==> src/rtl/hdd_pkg.sv <==
// -----------------------------------------------------------------------------
// hdd_pkg
// Definitions shared by the HDD register block and the sector transfer
// sequencer (hdd_xfer_ctrl). They live here so that both sides agree on the
// encodings.
//   xfer_state_e  : sequencer states
//   xfer_dir_e    : transfer direction (read = host -> buffer)
//   SECTOR_BYTES  : bytes per sector
//   NO_DEVICE,
//   PROTECT       : ProDOS status codes reported by the register block
// -----------------------------------------------------------------------------
package hdd_pkg;

  typedef enum logic [2:0] {
    ST_IDLE = 3'd0,
    ST_REQ  = 3'd1,
    ST_XFER = 3'd2,
    ST_DONE = 3'd3,
    ST_ERR  = 3'd4
  } xfer_state_e;

  typedef enum logic {
    DIR_READ  = 1'b0,
    DIR_WRITE = 1'b1
  } xfer_dir_e;

  localparam int SECTOR_BYTES = 512;

  localparam logic [7:0] NO_DEVICE = 8'h28;
  localparam logic [7:0] PROTECT   = 8'h2B;

endpackage

==> src/rtl/hdd_xfer_ctrl_if.sv <==
// -----------------------------------------------------------------------------
// hdd_xfer_ctrl_if
// Host block-device bundle between the transfer sequencer and the top-level
// disk plumbing.
//   sd_lba        : host LBA                        (sequencer -> host)
//   sd_rd, sd_wr  : read / write requests           (sequencer -> host)
//   sd_ack        : host owns the transfer while high (host -> sequencer)
//   sd_buff_addr  : host byte index                 (host -> sequencer)
//   sd_buff_dout  : host -> buffer data             (host -> sequencer)
//   sd_buff_wr    : host -> buffer write strobe     (host -> sequencer)
//   sd_buff_din   : buffer -> host data             (sequencer -> host)
// The master modport is the sequencer side; the slave modport is the host side.
// -----------------------------------------------------------------------------
interface hdd_xfer_ctrl_if;

  logic [31:0] sd_lba;
  logic        sd_rd;
  logic        sd_wr;
  logic        sd_ack;
  logic [8:0]  sd_buff_addr;
  logic [7:0]  sd_buff_dout;
  logic        sd_buff_wr;
  logic [7:0]  sd_buff_din;

  modport master (
    output sd_lba, sd_rd, sd_wr, sd_buff_din,
    input  sd_ack, sd_buff_addr, sd_buff_dout, sd_buff_wr
  );

  modport slave (
    input  sd_lba, sd_rd, sd_wr, sd_buff_din,
    output sd_ack, sd_buff_addr, sd_buff_dout, sd_buff_wr
  );

endinterface

==> src/rtl/hdd_timeout_ctr.sv <==
// -----------------------------------------------------------------------------
// hdd_timeout_ctr
// Down-counter that bounds how long the sequencer waits for the host to
// acknowledge a request.
//   clk_i   : clock
//   load_i  : load LOAD_VAL (takes priority over dec_i)
//   dec_i   : count down by one; holds at zero
//   zero_o  : counter is zero
// The count is always loaded before it is used, so it carries no reset.
// -----------------------------------------------------------------------------
module hdd_timeout_ctr #(
  parameter int          W        = 24,
  parameter logic [W-1:0] LOAD_VAL = '0
) (
  input  logic clk_i,
  input  logic load_i,
  input  logic dec_i,
  output logic zero_o
);

  logic [W-1:0] cnt_q;
  logic [W-1:0] cnt_d;

  always_comb begin
    cnt_d = cnt_q;
    if (load_i) begin
      cnt_d = LOAD_VAL;
    end else if (dec_i && (cnt_q != '0)) begin
      cnt_d = cnt_q - 1'b1;
    end
  end

  always_ff @(posedge clk_i) begin
    cnt_q <= cnt_d;
  end

  assign zero_o = (cnt_q == '0);

endmodule

==> src/rtl/hdd_xfer_ctrl.sv <==
// -----------------------------------------------------------------------------
// hdd_xfer_ctrl
// Services the HDD block's one-cycle read/write strobes. It moves one 512-byte
// sector between the host block-device interface and the second port of the
// HDD sector buffer, and it holds the CPU halted while the transfer runs.
//   CLK_14M, RESET_N   : clock, synchronous active-low reset
//   hdd_read/hdd_write : one-cycle sector strobes; sector is sampled with them
//   hdd_mounted        : an image is present
//   sd                 : host block-device bundle (master side)
//   ram_addr/di/we/do  : sector buffer port (ram_do has 1-cycle latency)
//   cpu_halt           : high through REQ and XFER
//   busy               : sequencer not idle
//   done               : one-cycle completion pulse (success or error)
//   error              : sticky error of the last command
//   overrun            : sticky, a strobe arrived while busy
// -----------------------------------------------------------------------------
module hdd_xfer_ctrl
  import hdd_pkg::*;
#(
  parameter logic [23:0] TIMEOUT_CYC = 24'd1_400_000,
  parameter logic [31:0] LBA_BASE    = 32'd0
) (
  input  logic            CLK_14M,
  input  logic            RESET_N,
  input  logic            hdd_read,
  input  logic            hdd_write,
  input  logic [15:0]     sector,
  input  logic            hdd_mounted,
  hdd_xfer_ctrl_if.master sd,
  output logic [8:0]      ram_addr,
  output logic [7:0]      ram_di,
  output logic            ram_we,
  input  logic [7:0]      ram_do,
  output logic            cpu_halt,
  output logic            busy,
  output logic            done,
  output logic            error,
  output logic            overrun
);

  xfer_state_e state_q, state_d;
  xfer_dir_e   dir_q, dir_d;
  logic [31:0] lba_q, lba_d;
  logic [9:0]  cnt_q, cnt_d;
  logic [9:0]  cnt_inc;
  logic [7:0]  din_q, din_d;
  logic        error_q, error_d;
  logic        overrun_q, overrun_d;
  logic        strobe;
  logic        tmo_load;
  logic        tmo_dec;
  logic        tmo_zero;
  logic        in_xfer;
  logic        xfer_rd;

  assign strobe  = hdd_read | hdd_write;
  assign in_xfer = (state_q == ST_XFER);
  assign xfer_rd = in_xfer && (dir_q == DIR_READ);
  // The pulse that coincides with the falling edge of ack still counts.
  assign cnt_inc = cnt_q + {9'd0, sd.sd_buff_wr};

  assign tmo_load = (state_q == ST_IDLE) && strobe;
  assign tmo_dec  = (state_q == ST_REQ) && !sd.sd_ack;

  hdd_timeout_ctr #(
    .W        (24),
    .LOAD_VAL (TIMEOUT_CYC)
  ) u_tmo (
    .clk_i  (CLK_14M),
    .load_i (tmo_load),
    .dec_i  (tmo_dec),
    .zero_o (tmo_zero)
  );

  always_comb begin
    state_d   = state_q;
    dir_d     = dir_q;
    lba_d     = lba_q;
    cnt_d     = cnt_q;
    din_d     = din_q;
    error_d   = error_q;
    overrun_d = overrun_q | (strobe && (state_q != ST_IDLE));

    unique case (state_q)
      ST_IDLE: begin
        if (strobe) begin
          // A read wins over a simultaneous write, and the write is dropped.
          dir_d   = hdd_read ? DIR_READ : DIR_WRITE;
          lba_d   = LBA_BASE + {16'h0, sector};
          error_d = 1'b0;
          if (hdd_mounted) begin
            state_d = ST_REQ;
          end else begin
            state_d = ST_ERR;
            error_d = 1'b1;
          end
        end
      end
      ST_REQ: begin
        if (sd.sd_ack) begin
          state_d = ST_XFER;
          cnt_d   = '0;
        end else if (tmo_zero) begin
          state_d = ST_ERR;
          error_d = 1'b1;
        end
      end
      ST_XFER: begin
        // Remember the last byte seen by the host so it holds after XFER.
        din_d = ram_do;
        cnt_d = cnt_inc;
        if (!sd.sd_ack) begin
          if ((dir_q == DIR_READ) && (cnt_inc != 10'(SECTOR_BYTES))) begin
            state_d = ST_ERR;
            error_d = 1'b1;
          end else begin
            state_d = ST_DONE;
          end
        end
      end
      ST_DONE: state_d = ST_IDLE;
      ST_ERR:  state_d = ST_IDLE;
      default: state_d = ST_IDLE;
    endcase
  end

  always_ff @(posedge CLK_14M) begin
    if (!RESET_N) begin
      state_q   <= ST_IDLE;
      lba_q     <= '0;
      din_q     <= '0;
      error_q   <= 1'b0;
      overrun_q <= 1'b0;
    end else begin
      state_q   <= state_d;
      lba_q     <= lba_d;
      din_q     <= din_d;
      error_q   <= error_d;
      overrun_q <= overrun_d;
    end
  end

  always_ff @(posedge CLK_14M) begin
    dir_q <= dir_d;
    cnt_q <= cnt_d;
  end

  // Requests and halt decode straight from the state register, so they
  // drop on the edge that leaves REQ and on any reset edge.
  assign sd.sd_lba      = lba_q;
  assign sd.sd_rd       = (state_q == ST_REQ) && (dir_q == DIR_READ);
  assign sd.sd_wr       = (state_q == ST_REQ) && (dir_q == DIR_WRITE);
  assign sd.sd_buff_din = in_xfer ? ram_do : din_q;

  assign ram_addr = in_xfer ? sd.sd_buff_addr : 9'd0;
  assign ram_we   = xfer_rd && sd.sd_buff_wr;
  assign ram_di   = xfer_rd ? sd.sd_buff_dout : 8'd0;

  assign cpu_halt = (state_q == ST_REQ) || in_xfer;
  assign busy     = (state_q != ST_IDLE);
  assign done     = (state_q == ST_DONE) || (state_q == ST_ERR);
  assign error    = error_q;
  assign overrun  = overrun_q;

endmodule

==> src/flat_wrapper.sv <==
// flat-port wrapper written by rule: the top's interface ports become plain ports
module hdd_xfer_ctrl_flat import hdd_pkg::*;
#(
  parameter logic [23:0] TIMEOUT_CYC = 24'd1_400_000,
  parameter logic [31:0] LBA_BASE    = 32'd0
)
  (CLK_14M, RESET_N, hdd_read, hdd_write, sector, hdd_mounted, ram_addr, ram_di, ram_we, ram_do, cpu_halt, busy, done, error, overrun, sd_sd_lba, sd_sd_rd, sd_sd_wr, sd_sd_buff_din, sd_sd_ack, sd_sd_buff_addr, sd_sd_buff_dout, sd_sd_buff_wr);
  hdd_xfer_ctrl_if sd_i ();
  input  logic CLK_14M;
  input  logic RESET_N;
  input  logic hdd_read;
  input  logic hdd_write;
  input  logic [15:0] sector;
  input  logic hdd_mounted;
  output logic [8:0] ram_addr;
  output logic [7:0] ram_di;
  output logic ram_we;
  input  logic [7:0] ram_do;
  output logic cpu_halt;
  output logic busy;
  output logic done;
  output logic error;
  output logic overrun;
  output wire logic [$bits(sd_i.sd_lba)-1:0] sd_sd_lba;
  output wire logic [$bits(sd_i.sd_rd)-1:0] sd_sd_rd;
  output wire logic [$bits(sd_i.sd_wr)-1:0] sd_sd_wr;
  output wire logic [$bits(sd_i.sd_buff_din)-1:0] sd_sd_buff_din;
  input wire logic [$bits(sd_i.sd_ack)-1:0] sd_sd_ack;
  input wire logic [$bits(sd_i.sd_buff_addr)-1:0] sd_sd_buff_addr;
  input wire logic [$bits(sd_i.sd_buff_dout)-1:0] sd_sd_buff_dout;
  input wire logic [$bits(sd_i.sd_buff_wr)-1:0] sd_sd_buff_wr;
  assign sd_sd_lba = sd_i.sd_lba;
  assign sd_sd_rd = sd_i.sd_rd;
  assign sd_sd_wr = sd_i.sd_wr;
  assign sd_sd_buff_din = sd_i.sd_buff_din;
  assign sd_i.sd_ack = sd_sd_ack;
  assign sd_i.sd_buff_addr = sd_sd_buff_addr;
  assign sd_i.sd_buff_dout = sd_sd_buff_dout;
  assign sd_i.sd_buff_wr = sd_sd_buff_wr;
  hdd_xfer_ctrl #(.TIMEOUT_CYC(TIMEOUT_CYC), .LBA_BASE(LBA_BASE)) u_core (.CLK_14M(CLK_14M), .RESET_N(RESET_N), .hdd_read(hdd_read), .hdd_write(hdd_write), .sector(sector), .hdd_mounted(hdd_mounted), .sd(sd_i), .ram_addr(ram_addr), .ram_di(ram_di), .ram_we(ram_we), .ram_do(ram_do), .cpu_halt(cpu_halt), .busy(busy), .done(done), .error(error), .overrun(overrun));
endmodule
==> config.mk <==
export PLATFORM = sky130hd
export DESIGN_NAME = hdd_xfer_ctrl_flat
export DESIGN_NICKNAME = d
export VERILOG_FILES = /design/src/rtl/hdd_pkg.sv /design/src/rtl/hdd_xfer_ctrl_if.sv /design/src/rtl/hdd_timeout_ctr.sv /design/src/rtl/hdd_xfer_ctrl.sv /design/src/flat_wrapper.sv
export SDC_FILE = /design/constraint.sdc
export NUM_CORES = 1
export LEC_CHECK = 0
export ABC_AREA = 1
export CORE_AREA = 2 2 88 107
export DETAILED_ROUTE_END_ITERATION = 8
export DIE_AREA = 0 0 90 109
export PLACE_DENSITY = 0.76
export SYNTH_ARGS = -nofsm -noshare
export SYNTH_HDL_FRONTEND = slang
export SYNTH_HIERARCHICAL = 1
export SYNTH_SLANG_ARGS = --single-unit
==> constraint.sdc <==
create_clock -name CLK_14M -period 1.62 [get_ports CLK_14M]
set_input_delay 0.324 -clock CLK_14M [delete_from_list [all_inputs] [get_ports CLK_14M]]
set_output_delay 0.324 -clock CLK_14M [all_outputs]
set_load 0.005 [all_outputs]
# After elaboration in Yosys (flattened, before gate mapping)
# Index checks and enable logic that the tools add are counted.
classes:
  addsub: 2
  n_eq_ne: 12
  mux: 20
  bitwise_logic: 3
  reduce_logical: 22
op_table:
  columns: ["operator", "n"]
  rows:
  - ["logical NOT 24 bit", 1]
  - ["nonzero test 24 bit", 1]
  - ["subtractor 24 x 1 -> 24 bit (second input constant)", 1]
  - ["case mux 10 bit (2 select lines)", 1]
  - ["2-to-1 mux 3 bit", 6]
  - ["2-to-1 mux 8 bit", 2]
  - ["adder 10 x 1 -> 10 bit", 1]
  - ["2-to-1 mux 10 bit", 1]
  - ["inequality test 10 bit (second input constant)", 1]
  - ["logical AND 1 bit", 9]
  - ["2-to-1 mux 9 bit", 1]
  - ["case mux 3 bit (3 select lines)", 1]
  - ["inequality test 2 bit (second input constant)", 4]
  - ["2-to-1 mux 1 bit", 7]
  - ["equality test 3 x 2 -> 1 bit (second input constant)", 2]
  - ["AND reduction 6 bit", 1]
  - ["nonzero test 3 bit", 2]
  - ["inequality test 2 x 1 -> 1 bit (second input constant)", 2]
  - ["AND reduction 2 bit", 2]
  - ["equality test 3 x 1 -> 1 bit (second input constant)", 1]
  - ["equality test 3 bit (second input constant)", 1]
  - ["logical NOT 3 bit", 1]
  - ["inequality test 3 x 2 -> 1 bit (second input constant)", 1]
  - ["case mux 1 bit (3 select lines)", 1]
  - ["6 further kinds", 8]
word_totals:
  ff_bits: 64
  output_inout_bits: 65
  elab_cells: 67

# Longest topological paths before layout
logic_depth:
  ltp_word: 6
  ltp_mapped: 16
  mapped_depth_nobuf: 16

# By module
# Netlist, hierarchy kept.
by_module_without_submodules:
  columns: ["mod", "instances", "cells_per_inst", "area_each_um2"]
  rows:
  - ["hdd_xfer_ctrl", 1, 302, 2114.5]
  - ["hdd_timeout_ctr", 1, 246, 1572.8]

# Least setup slack after synthesis
# No wires, ideal clock.
synth_timing:
  kind: "register -> register"
  start: "register u_core.cnt_q[0]"
  end: "register u_core.error_q, in the netlist u_core/error"
  t_arrival_ns: 1.552
  setup_slack_ns: -0.041
  stages_incl_launch_ff: 15
  path_cell_list: "edfxtp_1 ha_1 ha_1 nor2_1 nor2_1 nor2_1 nand3_1 nor2_1 nand3_1 nand2_1 nand2_2 nand3_2 nand2_1 inv_1 nor2_1"
synth_between:
  elab_chain_len: 5
synth_lines:
  columns: ["element", "line_no", "rtl"]
  rows:
  - ["from (decl)", "hdd_xfer_ctrl.sv:44", "logic [9:0] cnt_q, cnt_d;"]
  - ["from (signal assigned)", "hdd_xfer_ctrl.sv:145", "cnt_q <= cnt_d;"]
  - ["adder 10 x 1 -> 10 bit", "hdd_xfer_ctrl.sv:60", "assign cnt_inc = cnt_q + {9'd0, sd.sd_buff_wr};"]
  - ["inequality test 10 bit", "hdd_xfer_ctrl.sv:113", "if ((dir_q == DIR_READ) && (cnt_inc != 10'(SECTOR_BYTES))) begin"]
  - ["logical AND 1 bit", "hdd_xfer_ctrl.sv:113", null]
  - ["inequality test 2 bit (no line)", null, null]
  - ["AND reduction 6 bit (no line)", null, null]
  - ["to (signal assigned)", "hdd_xfer_ctrl.sv:138", "error_q <= error_d;"]
  - ["to (decl)", "hdd_xfer_ctrl.sv:47", "logic error_q, error_d;"]
# Every way passes these cells.
# A chain may end at the register's enable or synchronous reset.

# Worst setup path in the final report
# Same ends and word-level chain as after synthesis.

==> metrics.txt <==
maximum clock frequency=487 MHz; number of input and output port buffers inserted=96; standard-cell rows=38; Final Slew Violations=0; number of H-tree levels=3; Syn. warnings=6; first-pass iteration count of the detailed router=5; Worst Hold Path EP=u_core/sd.sd_lba[12]; cell count after synthesis=548; setup slack at placement=-0.639 ns; vias per cell=5.32; Initial Utilization=41.7%; count of nets after finishing=815; unrepaired setup endpoints after global routing=yes; flops & latches, synth=64; most common cell after layout, fill and taps aside=nand2_1; number of antenna violations at the first check in global routing=0; number of unique standard cell types used by synthesis=36; root buf cell=clkbuf_8; r2r setup slk=-0.43 ns; arrival time reported for the critical path endpoint=2.29 ns; number of max-cap violations=0; remaining number of nets flagged by the antenna check after routing=0; number of cells on the worst hold path=2; detailed placer's ending HPWL=8150 µm; global-route usage over all layers=28.2%; clock tree from TritonCTS=built; synthesized area=3690 µm²; leakage power=2.95 nW; full die area=9810 µm²; violated checks=setup timing; total overflow reported by the global router=0; final core utilization=73.6%; maximum fanout count along the critical path=4; shortest clock period the worst path allows after layout=2.05 ns; final weighted congestion in routability-driven placement=0.965; post-route cell area=6510 µm²; highest-count cells in the layout ignoring fill and taps=126 x nand2_1, 88 x buf_4, 64 x clkdlybuf4s50_1; Final setup violation count=62; critical register-to-register path startpoint=u_core/cnt_q[0]; Slew HR=61.7%; largest net degree at the start of global routing=29; Worst IR Drop VDD=657 µV; count of inserted antenna diode cells=0; wire length of the first global-routing pass=22300 µm; placed inst area=5230 µm²; number of top-level design ports=113; Worst Slack Setup Final=-0.434 ns; total wirelength of the detailed-routed design=15200 µm; hold buffer count at CTS=0; number of clock sinks=64; core region area=8840 µm²; average wire per cell in the routed design=17.2 µm; violation count after the first detailed-routing iteration=414; clock network latency to the later pin of the worst-skew pair=0.35 ns; final setup skew=0.0116 ns; Crit. End Element=flop; count of vias placed by the detailed router=4726; result of the run=finished, violations left; Worst Max-Slew Pin Slew=0.573 ns; worst r2r path cells=15; startpoint of the lowest-slack hold path=u_core/sd.sd_lba[12]; clock-pin slew reported for the worst setup and hold paths after clock tree synthesis=0.08 ns; sequential-to-total area share from yosys stat=37.7%; worst-case clock buffer depth=2; via count of the first global-routing pass=4715; critical path start-end classification=reg -> reg; class of the tightest hold or removal check=reg -> reg; Final Total Pwr=6.08 mW; endpoints failing hold=0; area grow syn2layout=76.5%; worst endpoint required time=1.86 ns; number of CTS-inserted buffers=9; PD cells=934 nW/µm²; Synth Area per Inst=6.73 µm²; share of layout cells above drive strength 1=41.9%; die width=90 µm; capturing point of the worst reg2reg path=u_core/error; chip height=109 µm; final critical-path share of the clock period=127%; drt drc=0; launching element type of the critical path=flop
## Yosys cell counts
| cell | number | area [µm²] |
|---|---|---|
| nand2_1 | 156 | 586 |
| conb_1 | 1 | 3.75 |
| buf_6 | 1 | 11.3 |
| dfxtp_1 | 53 | 1060 |
| nor2_1 | 88 | 330 |
| xnor2_1 | 7 | 61.3 |
| nand3_4 | 1 | 17.5 |
| a21oi_1 | 31 | 155 |
| o21ai_0 | 5 | 25.0 |
| ha_1 | 4 | 50.1 |
| buf_8 | 1 | 15.0 |
| inv_2 | 6 | 22.5 |
| nand3_2 | 2 | 20.0 |
| nand2_4 | 2 | 22.5 |
| a21oi_2 | 4 | 35.0 |
| o21ai_1 | 9 | 45.0 |
| clkbuf_1 | 5 | 18.8 |
| nor2_2 | 11 | 68.8 |
| dlygate4sd1_1 | 1 | 8.76 |
| inv_1 | 58 | 218 |
| buf_4 | 18 | 135 |
| nand3b_1 | 4 | 30.0 |
| nor4_1 | 1 | 6.26 |
| clkinv_1 | 2 | 7.51 |
| nor2_4 | 3 | 33.8 |
| o211ai_1 | 1 | 7.51 |
| nand2_2 | 8 | 50.1 |
| edfxtp_1 | 11 | 330 |
| or2_2 | 8 | 50.1 |
| nand4_1 | 11 | 68.8 |
| nor3_1 | 6 | 30.0 |
| inv_4 | 1 | 6.26 |
| buf_2 | 2 | 10.0 |
| xor2_1 | 4 | 35.0 |
| nand3_1 | 21 | 105 |
| or2_1 | 1 | 6.26 |
## report_power, final
part,switching [mW],internal (mW)
Combinational,1.35,1.23
Sequential,0.141,1.80
Clock,0.685,0.870
Total,2.18,3.90
## flip-flops by register name (all words and copies together), names as in the netlist
signal and cells:
u_core/cnt_q 10, u_core/error 1, u_core/overrun 1, u_core/u_tmo/cnt_q 24
u_core/sd.sd_lba 16, u_core/state_q 3, u_core/din_q 8, u_core/dir_q 1
## metal layers
metal / track usage (%) / share of wire [%] / wire length (µm) / vias up
li1: - / - / - / 2115
met1: 28.5 / 34 / 5160 / 2230
met2: 55.6 / 53 / 8070 / 286
met3: 6.01 / 6.8 / 1040 / 95
met4: 12.5 / 6.4 / 972 / 0
met5: 0 / 0 / 0 / -
## kinds of logic (layout without fill, tap and decap cells)
logic type,count (synthesis),count (layout),share of synthesized area [%]
AOI/OAI and AO/OA,50,50,7.26
xor gates and xnor gates,11,11,2.61
adders and majority gates,4,4,1.36
buffers and inverters,95,298,12.3
DFF,64,64,37.7
other,1,16,0.102
and+or+nand+nor,323,325,38.7
## layout make-up
type | instances | area, µm²
Fill cell | 605 | 2340
Inverter | 67 | 285
Timing Repair Buffer | 211 | 1900
Clock buffer | 9 | 124
Tap cell | 120 | 150
Multi-Input combinational cell | 406 | 2520
Timing Repair inverter | 4 | 36.3
Clock inverter | 7 | 93.8
Sequential cell | 64 | 1400
## worst max path at each step
stage	start	to	slack [ns]
after floorplan	sd_sd_buff_wr	u_core/error	0.02
after global placement	sd_sd_buff_wr	u_core/error	-0.58
after detailed placement	sd_sd_buff_wr	u_core/error	-0.64
after CTS	u_core/state_q[2]	sd_sd_buff_din[0]	-0.32
after global routing	u_core/cnt_q[0]	u_core/error	-0.56
final	u_core/cnt_q[0]	u_core/error	-0.43
## critical path, stage by stage (launching register included)
cell and delay [ns]:
edfxtp_1 0.40, ha_4 0.18, ha_4 0.18, nand2_4 0.09
inv_4 0.10, nand2_4 0.07, o21ai_2 0.19, nand2_1 0.09
nor2_1 0.10, nand3_1 0.07, nand2_1 0.07, nand2_2 0.09
nand3_2 0.10, nand2_1 0.07, inv_1 0.08, nor2_1 0.05
## metrics by stage
| stage | hold slack (ns) | instances | TNS, ns |
|---|---|---|---|
| finish | 0.470 | 888 | -10.07 |
| global placement | 0.452 | 823 | -8.84 |
| detailed placement | 0.459 | 823 | -11.55 |
| global route | 0.481 | 888 | -13.66 |
| floorplan | 0.445 | 563 | 0 |
| CTS | 0.471 | 887 | -7.83 |
## repair_timing
action | 4_1_cts | 5_1_grt
pin swaps | 21 | 27
setup endpoints to repair | 56 | 74
gates cloned | 8 | 0
buffers inserted | 41 | 11
gates resized for setup | 265 | 80
(Power assumes the default switching activity.)
